### src/rtl/seq_priority_encoder_pkg.sv
// Shared widths and state encoding for the sequential priority encoder.
// Imported by prio_pick8 and seq_priority_encoder.
package seq_priority_encoder_pkg;

  localparam int ENC_WIDTH = 8;
  localparam int ENC_IDX_W = 3;

  typedef enum logic {
    ST_IDLE = 1'b0,
    ST_BUSY = 1'b1
  } state_t;

endpackage

### src/rtl/seq_priority_encoder_prio_pick8.sv
// prio_pick8: first set bit of vec at or below start, wrapping 0 -> 7.
// Fixed-priority users tie start to 3'd7.
module prio_pick8
  import seq_priority_encoder_pkg::*;
(
  input  logic [ENC_WIDTH-1:0] vec,
  input  logic [ENC_IDX_W-1:0] start,
  output logic [ENC_IDX_W-1:0] idx,
  output logic                 any
);

  logic [ENC_IDX_W-1:0] j;

  // Walk from the farthest offset toward start so the nearest hit wins.
  always_comb begin
    idx = '0;
    any = 1'b0;
    j   = '0;
    for (int i = ENC_WIDTH - 1; i >= 0; i--) begin
      j = start - ENC_IDX_W'(i);
      if (vec[j]) begin
        idx = j;
        any = 1'b1;
      end
    end
  end

endmodule

### src/rtl/seq_priority_encoder.sv
// Drains a captured multi-hot vector as one index per valid/ready beat.
// Define ROUND_ROBIN_EN for a rotating search start instead of fixed priority.
module seq_priority_encoder
  import seq_priority_encoder_pkg::*;
#(
  parameter int WIDTH = ENC_WIDTH,
  parameter int IDX_W = ENC_IDX_W
) (
  input  logic             clk,
  input  logic             rst,
  input  logic             en,
  input  logic             load,
  input  logic [WIDTH-1:0] req,
  output logic             busy,
  output logic             out_valid,
  input  logic             out_ready,
  output logic [IDX_W-1:0] out_code,
  output logic             done
);

  state_t           state;
  logic [WIDTH-1:0] pending;
  logic [IDX_W-1:0] start;
  logic [IDX_W-1:0] sel;
  logic             any;
  logic             slot_free;
  logic             issue;

  assign busy      = (state == ST_BUSY);
  assign slot_free = !out_valid || out_ready;
  assign issue     = en && busy && !done && slot_free && any;

`ifdef ROUND_ROBIN_EN
  logic [IDX_W-1:0] rr_ptr;

  assign start = rr_ptr;

  always_ff @(posedge clk) begin
    if (rst) begin
      rr_ptr <= IDX_W'(WIDTH - 1);
    end else if (issue) begin
      rr_ptr <= sel - 1'b1;
    end
  end
`else
  assign start = IDX_W'(WIDTH - 1);
`endif

  prio_pick8 u_pick (
    .vec   (pending),
    .start (start),
    .idx   (sel),
    .any   (any)
  );

  // done holds BUSY for one extra cycle so a coincident load is dropped.
  always_ff @(posedge clk) begin
    if (rst) begin
      state     <= ST_IDLE;
      pending   <= '0;
      out_valid <= 1'b0;
      out_code  <= '0;
      done      <= 1'b0;
    end else if (en) begin
      unique case (state)
        ST_IDLE: begin
          if (load) begin
            pending <= req;
            state   <= ST_BUSY;
          end
        end
        ST_BUSY: begin
          if (done) begin
            done  <= 1'b0;
            state <= ST_IDLE;
          end else if (slot_free) begin
            if (any) begin
              out_code     <= sel;
              out_valid    <= 1'b1;
              pending[sel] <= 1'b0;
            end else begin
              out_valid <= 1'b0;
              done      <= 1'b1;
            end
          end
        end
      endcase
    end
  end

endmodule
### config.mk
export PLATFORM = sky130hd
export DESIGN_NAME = seq_priority_encoder
export DESIGN_NICKNAME = d
export VERILOG_FILES = /design/src/rtl/seq_priority_encoder_pkg.sv /design/src/rtl/seq_priority_encoder_prio_pick8.sv /design/src/rtl/seq_priority_encoder.sv
export SDC_FILE = /design/constraint.sdc
export NUM_CORES = 1
export LEC_CHECK = 0
export CAP_MARGIN = 20
export CORE_ASPECT_RATIO = 1.2
export CORE_MARGIN = 10
export CORE_UTILIZATION = 52
export CTS_BUF_LIST = sky130_fd_sc_hd__clkbuf_8
export CTS_CLUSTER_SIZE = 28
export DETAILED_ROUTE_END_ITERATION = 12
export PLACE_DENSITY_LB_ADDON = 0.15
export SLEW_MARGIN = 20
export SYNTH_ARGS = -nofsm -noshare
export SYNTH_HDL_FRONTEND = slang
export SYNTH_HIERARCHICAL = 1
export SYNTH_SLANG_ARGS = --single-unit
### constraint.sdc
create_clock -name clk -period 2.4 [get_ports clk]
set_clock_uncertainty 0.2 [all_clocks]
set_input_delay 0.6 -clock clk [delete_from_list [all_inputs] [get_ports clk]]
set_output_delay 0.6 -clock clk [all_outputs]
set_load 0.03 [all_outputs]
* After elaboration in Yosys (flattened, before gate mapping)
Cells that the tools add are included.
** Storage, ports and cells
- Register bits :: 14
- Input bits :: 13
- Output and inout port bits :: 6
** Cells by class
- Order comparisons :: 2
- Eq/ne operators :: 4
- Mux-type cells :: 29
- Bitwise operators :: 4
- Reductions and logical operators :: 7
** Operator list (count)
- 8-bit two-way mux :: 4
- 1-bit two-way mux :: 16
- 8-bit one-hot mux with 2 select lines :: 1
- 3-bit two-way mux :: 4
- 5-bit AND reduction :: 2
- 8-bit AND :: 1
- 8-bit NOT :: 1
- 3-bit by 4-bit < comparator with 1-bit output (second input constant) :: 1
- 2-bit two-way mux :: 2
- 2-bit by 1-bit inequality test with 1-bit output (second input constant) :: 2
- 2-bit inequality test (second input constant) :: 2
- 4-bit AND reduction :: 1
- 1-bit demux with 3-bit select :: 1
- 3-bit by 1-bit >= comparator with 1-bit output (second input constant) :: 1
- 1-bit NOT :: 2
- 1-bit one-hot mux with 2 select lines :: 1
- 2-bit AND reduction :: 1
- 1-bit logical AND :: 1
- 1-bit zero test :: 1
- 1-bit logical OR :: 1

* Logic depth before layout (Yosys ltp)
- Word-level depth :: 17
- Gate-level depth with buffers :: 13
- Mapped depth without buffers :: 11

* Hierarchy
The synthesis kept the hierarchy.
** Modules (own cells, without submodules)
- seq_priority_encoder :: instances 1, cells each 79, area each 763.2 µm², sequential area each 280.3 µm²
- prio_pick8 :: instances 1, cells each 85, area each 759.5 µm², sequential area each 0.0 µm²

* Worst setup path after synthesis
No wires, ideal clock.
- Kind :: register to register
- Start :: register pending[2]
- End :: register pending[1]
- Setup time :: 0.150 ns
- Arrival :: 2.288 ns
- Setup slack :: -0.238 ns
- Cell stages (with the launch flop) :: 10
- Path buffers :: 0
- Cell sequence :: dfxtp_1 > mux4_2 > mux2_4 > o21ai_0 > a21boi_0 > o21ai_0 > mux2_2 > or3b_1 > a22oi_1 > a311oi_1
** Between the ends
- Longest elaborated chain between the ends :: 16
- Elaborated cells between the ends (all ways) :: 25
- Those cells by class :: order compare (2); eq/ne (1); mux (18); bitwise (2); reduce/logical (2)
** Ends and longest elaborated chain
- from (decl) :: line seq_priority_encoder.sv:22 : logic [WIDTH-1:0] pending;
- from (signal assigned) :: line seq_priority_encoder.sv:68 : pending <= req;
- 2-bit two-way mux * (2 in series) :: line seq_priority_encoder_prio_pick8.sv:21 : if (vec[j]) begin
- 3-bit two-way mux * (4 in series) :: line seq_priority_encoder_prio_pick8.sv:21
- named net sel[0] :: line seq_priority_encoder.sv:24 : logic [IDX_W-1:0] sel;
- 3-bit by 4-bit < comparator with 1-bit output (implied by the code) or 3-bit by 1-bit >= comparator with 1-bit output (tied branches) :: line seq_priority_encoder.sv:80 : pending[sel] <= 1'b0;
- 1-bit logical AND (implied by the code) :: line seq_priority_encoder.sv:80
- 1-bit two-way mux (implied by the code) :: line seq_priority_encoder.sv:80
- 1-bit demux with 3-bit select * :: line seq_priority_encoder.sv:80
- 8-bit NOT (no source line) *
- 8-bit AND (no source line) *
- 8-bit two-way mux * :: line seq_priority_encoder.sv:77 : if (any) begin
- 8-bit two-way mux * :: line seq_priority_encoder.sv:76 : end else if (slot_free) begin
- 8-bit two-way mux * :: line seq_priority_encoder.sv:73 : if (done) begin
- 8-bit one-hot mux with 2 select lines * :: line seq_priority_encoder.sv:65 : unique case (state)
The timed path passes the listed nets; every way through them passes the cells marked *. The select of a mux whose other input is x is not followed.
A chain may end at the register's enable or synchronous reset.

* Worst setup path after layout
- Start :: register pending[5]
- End :: register pending[6]
** Between the ends
- Longest elaborated chain between the ends :: 13
- Elaborated cells between the ends (all ways) :: 19
- Those cells by class :: order compare (2); eq/ne (1); mux (12); bitwise (2); reduce/logical (2)
** Ends and longest elaborated chain (line)
- 3-bit two-way mux * (3 in series) :: seq_priority_encoder_prio_pick8.sv:21
- named net sel[0] :: seq_priority_encoder.sv:24
- 3-bit by 4-bit < comparator with 1-bit output (implied by the code) or 3-bit by 1-bit >= comparator with 1-bit output (tied branches) :: seq_priority_encoder.sv:80
- 1-bit logical AND (implied by the code) :: seq_priority_encoder.sv:80
- 1-bit two-way mux (implied by the code) :: seq_priority_encoder.sv:80
- 1-bit demux with 3-bit select * :: seq_priority_encoder.sv:80
- 8-bit NOT (no source line) *
- 8-bit AND (no source line) *
- 8-bit two-way mux * :: seq_priority_encoder.sv:77
- 8-bit two-way mux * :: seq_priority_encoder.sv:76
- 8-bit two-way mux * :: seq_priority_encoder.sv:73
- 8-bit one-hot mux with 2 select lines * :: seq_priority_encoder.sv:65
Marks and branches as above.

==> results.yml <==
yosys:
  ys_ff_latch: 14
  synth_area_leaders: "dfxtp_1, mux4_1, mux2i_1, mux4_2, a21oi_2"
  synth_compound_area_frac: 0.2744
  synth_edf_count: 0
  synth_ff_type: "dfxtp_1"
  ys.warnings.count: 6
  synth-seq-area-share: 0.1841
  syn_inst: 164
  postSynthAreaPerCell_um2: 9.285
  muxShareOfSynthArea: 0.2555
  synth_simple_gate_area_frac: 0.1783
  synth_largest_area_cell: "dfxtp_1"
  syn_area_um2: 1523
  synth_cell_type_count: 50
  netlist.area_leader.share: 0.1841
  synth_top_family_by_area: "compound AO/OA/AOI/OAI gates"
  async_reset_ff_frac: 0
  synth-xor-area-share: 0.01726
  synth_adder_area_share: 0.01643
drt:
  drtIter0Drc: 151
  vias: 1618
  avgRoutedWirePerCell_um: 18.14
  post_drt_via_cell_ratio: 6.345
  dr.pass1.iters: 4
  ant_nets: 0
  drt-total-wl_um: 4626
  drc: 0
critical_path:
  r2r_start: "pending[5]$_SDFFE_PP0P_"
  crit_fanout: 5
  slowest_stage: "mux4_2"
  slowest_delay_ns: 0.51
  cp-end-kind: "flop"
  cp_cell_sequence: "mux4_2, mux2i_2, a21boi_2, o21ai_2, mux2_4, buf_6, buf_6, nand3b_1, a22oi_1, a311oi_1"
  ff2ff_setup_slack_ns: -0.30
  critPathMostFrequentCell: "buf_6"
  crit_start: "pending[5]$_SDFFE_PP0P_"
  reg2reg_to: "pending[6]$_SDFFE_PP0P_"
  cp.buffers_inverters: 2
  crit_family: "multiplexers"
  rr_worst_depth: 10
  cp.arrival_ns: 2.59
  required_ns: 2.29
  critPathLaunchType: "flop"
  crit_type: "flop to flop"
cells_and_area:
  antennaDiodeCount: 0
  fill_cells: 196
  syn2layout_area_growth_pct: 41.58
  final_common_cell: "buf_4"
  final_area_um2: 2156
  layout-drive-gt1-share: 0.3710
  finalNetCount: 237
  mostFrequentLayoutCells: "buf_4, clkdlybuf4s50_1, nor2_1, dfxtp_1"
sta:
  rsz0062_at_grt: "yes"
  fin_hold_ws_ns: 0.2737
  min_period_over_period: 1.124
  final-hold-violation-count: 0
  finalWorstSetupSlack_ns: -0.2969
  slew_headroom: 0.5703
  slew_viol_final: 0
  period_needed_ns: 2.697
  worstMarginPinSlew_ns: 0.6403
  max_freq_ghz: 0.3708
  setup_violations: 8
grt:
  grt_pass1_vias: 1620
  grt_max_degree: 18
  antenna_found_initial: 0
  grt.total_usage: 0.1573
  overflow: 0
  grt_pass1_wl_um: 7369
clocking:
  clock_latency_ns: 0.24
  cts.path.max_buffers: 2
  cts_tree: "built"
  cts_num_sinks: 14
  cts_root_buffer: "clkbuf_8"
  cts.clk_slew.worst_paths_ns: 0.06
  numCtsBuffers: 3
  cts_htree_levels: 1
floorplan:
  dieArea_um2: 5502
  die-width_um: 69.40
  core_um2: 2811
  io_pins: 19
  start_util: 0.5416
  fp-row-count: 21
  die_y_um: 79.28
placement:
  dpl_cell_area_um2: 1946
  gp_congestion: 0.9564
  io_buffer_count: 18
  hpwlAfterDp_um: 3302
  place_ws_ns: -0.2813
pwr:
  total_power_mw: 0.9850
  ir_drop_uv: 487.2
  power_leakage_nw: 0.8386
  p_per_area_nw_per_um2: 456.9
hold_path:
  holdPathEnd: "out_code[1]$_SDFFE_PP0P_"
  min_from: "out_code[1]$_SDFFE_PP0P_"
  hp-class: "flop to flop"
  whs_path_depth: 2
outcome:
  status: "finished with violations"
  failed_checks: "negative setup slack"
job:
  maxCapViolCount: 0
==> worst max path at each step <==
stage               slack, ns                      end  cells after the start
global route            -0.36  pending[6]$_SDFFE_PP0P_                     10
finish                  -0.30  pending[6]$_SDFFE_PP0P_                     10
CTS                     -0.25  pending[1]$_SDFFE_PP0P_                      9
global placement        -0.25  pending[1]$_SDFFE_PP0P_                      9
floorplan               -0.18  pending[1]$_SDFFE_PP0P_                      9
detailed placement      -0.28  pending[1]$_SDFFE_PP0P_                      9
==> worst register-to-register path, stage by stage (launching register included) <==
cell	delay (ns)
dfxtp_2	0.31
mux4_2	0.51
mux2i_2	0.23
a21boi_2	0.23
o21ai_2	0.08
mux2_4	0.33
buf_6	0.13
buf_6	0.11
nand3b_1	0.14
a22oi_1	0.16
a311oi_1	0.10
==> synth_stat cells (3+ instances only) <==
cell	number
a21oi_1	7
or3b_1	4
nand2b_1	8
mux4_2	4
mux2i_1	9
nand3b_1	4
mux4_1	6
a311oi_1	7
nand2_1	5
a22oi_1	8
buf_6	3
o21ai_0	6
nor2_1	10
o22ai_1	3
a21oi_2	9
dfxtp_1	14
inv_1	8
nand3_1	8
clkbuf_1	3
==> per-stage QoR <==
step	util	std cells	setup TNS, ns
floorplan	-	171	-0.5844
global placement	0.6920	243	-1.450
detailed placement	0.6920	243	-1.655
CTS	0.7517	254	-1.722
global route	0.7668	255	-2.625
finish	0.7668	255	-1.995
==> flip-flops by register name (all words and copies together) (netlist names) <==
signal     flops
out_valid      1
out_code       3
pending        8
busy           1
done           1
==> metal layers <==
| layer | global-route usage | routed length [um] | up-vias |
|---|---|---|---|
| met1 | 0.1602 | 1885 | 795 |
| met5 | 0 | 0 | - |
| met3 | 0.02985 | 170 | 18 |
| li1 | - | - | 753 |
| met4 | 0.09677 | 164 | 0 |
| met2 | 0.2903 | 2406 | 52 |
==> logic make-up (layout without fill, tap and decap cells) <==
family,count (synthesis),in the layout
AOI/OAI and AO/OA,56,56
xor gates and xnor gates,3,3
adders and majority gates,2,2
buffers and inverters,18,68
DFF,14,14
muxes,23,23
other,1,8
and+or+nand+nor,47,47
==> repair_timing <==
| action | in CTS | in global routing |
|---|---|---|
| pin swaps | 15 | 12 |
| hold endpoints to repair | 0 | 0 |
| setup buffers | 7 | 1 |
| hold buffers | 0 | 0 |
| cloned | 0 | 0 |
| resized for setup | 13 | 10 |
| setup endpoints to repair | 9 | 12 |
==> power breakdown <==
| part | total [mW] | leakage (nW) | switching [mW] | internal (mW) |
|---|---|---|---|---|
| Combinational | 0.508 | 0.694 | 0.248 | 0.260 |
| Sequential | 0.251 | 0.116 | 0.00642 | 0.245 |
| Clock | 0.226 | 0.0288 | 0.0813 | 0.145 |
| Total | 0.985 | 0.839 | 0.336 | 0.649 |
==> cell type report <==
| class | count | area (um^2) | share of cell area |
|---|---|---|---|
| multi-input cells | 139 | 1249 | 0.5792 |
| repair buffers | 55 | 489.2 | 0.2269 |
| flip-flops and latches | 14 | 286.5 | 0.1329 |
| clock buffers | 4 | 55.05 | 0.02554 |
| well taps | 34 | 42.54 | 0.01973 |
| inverters | 9 | 33.78 | 0.01567 |
Power figures use the tool's default switching activity.
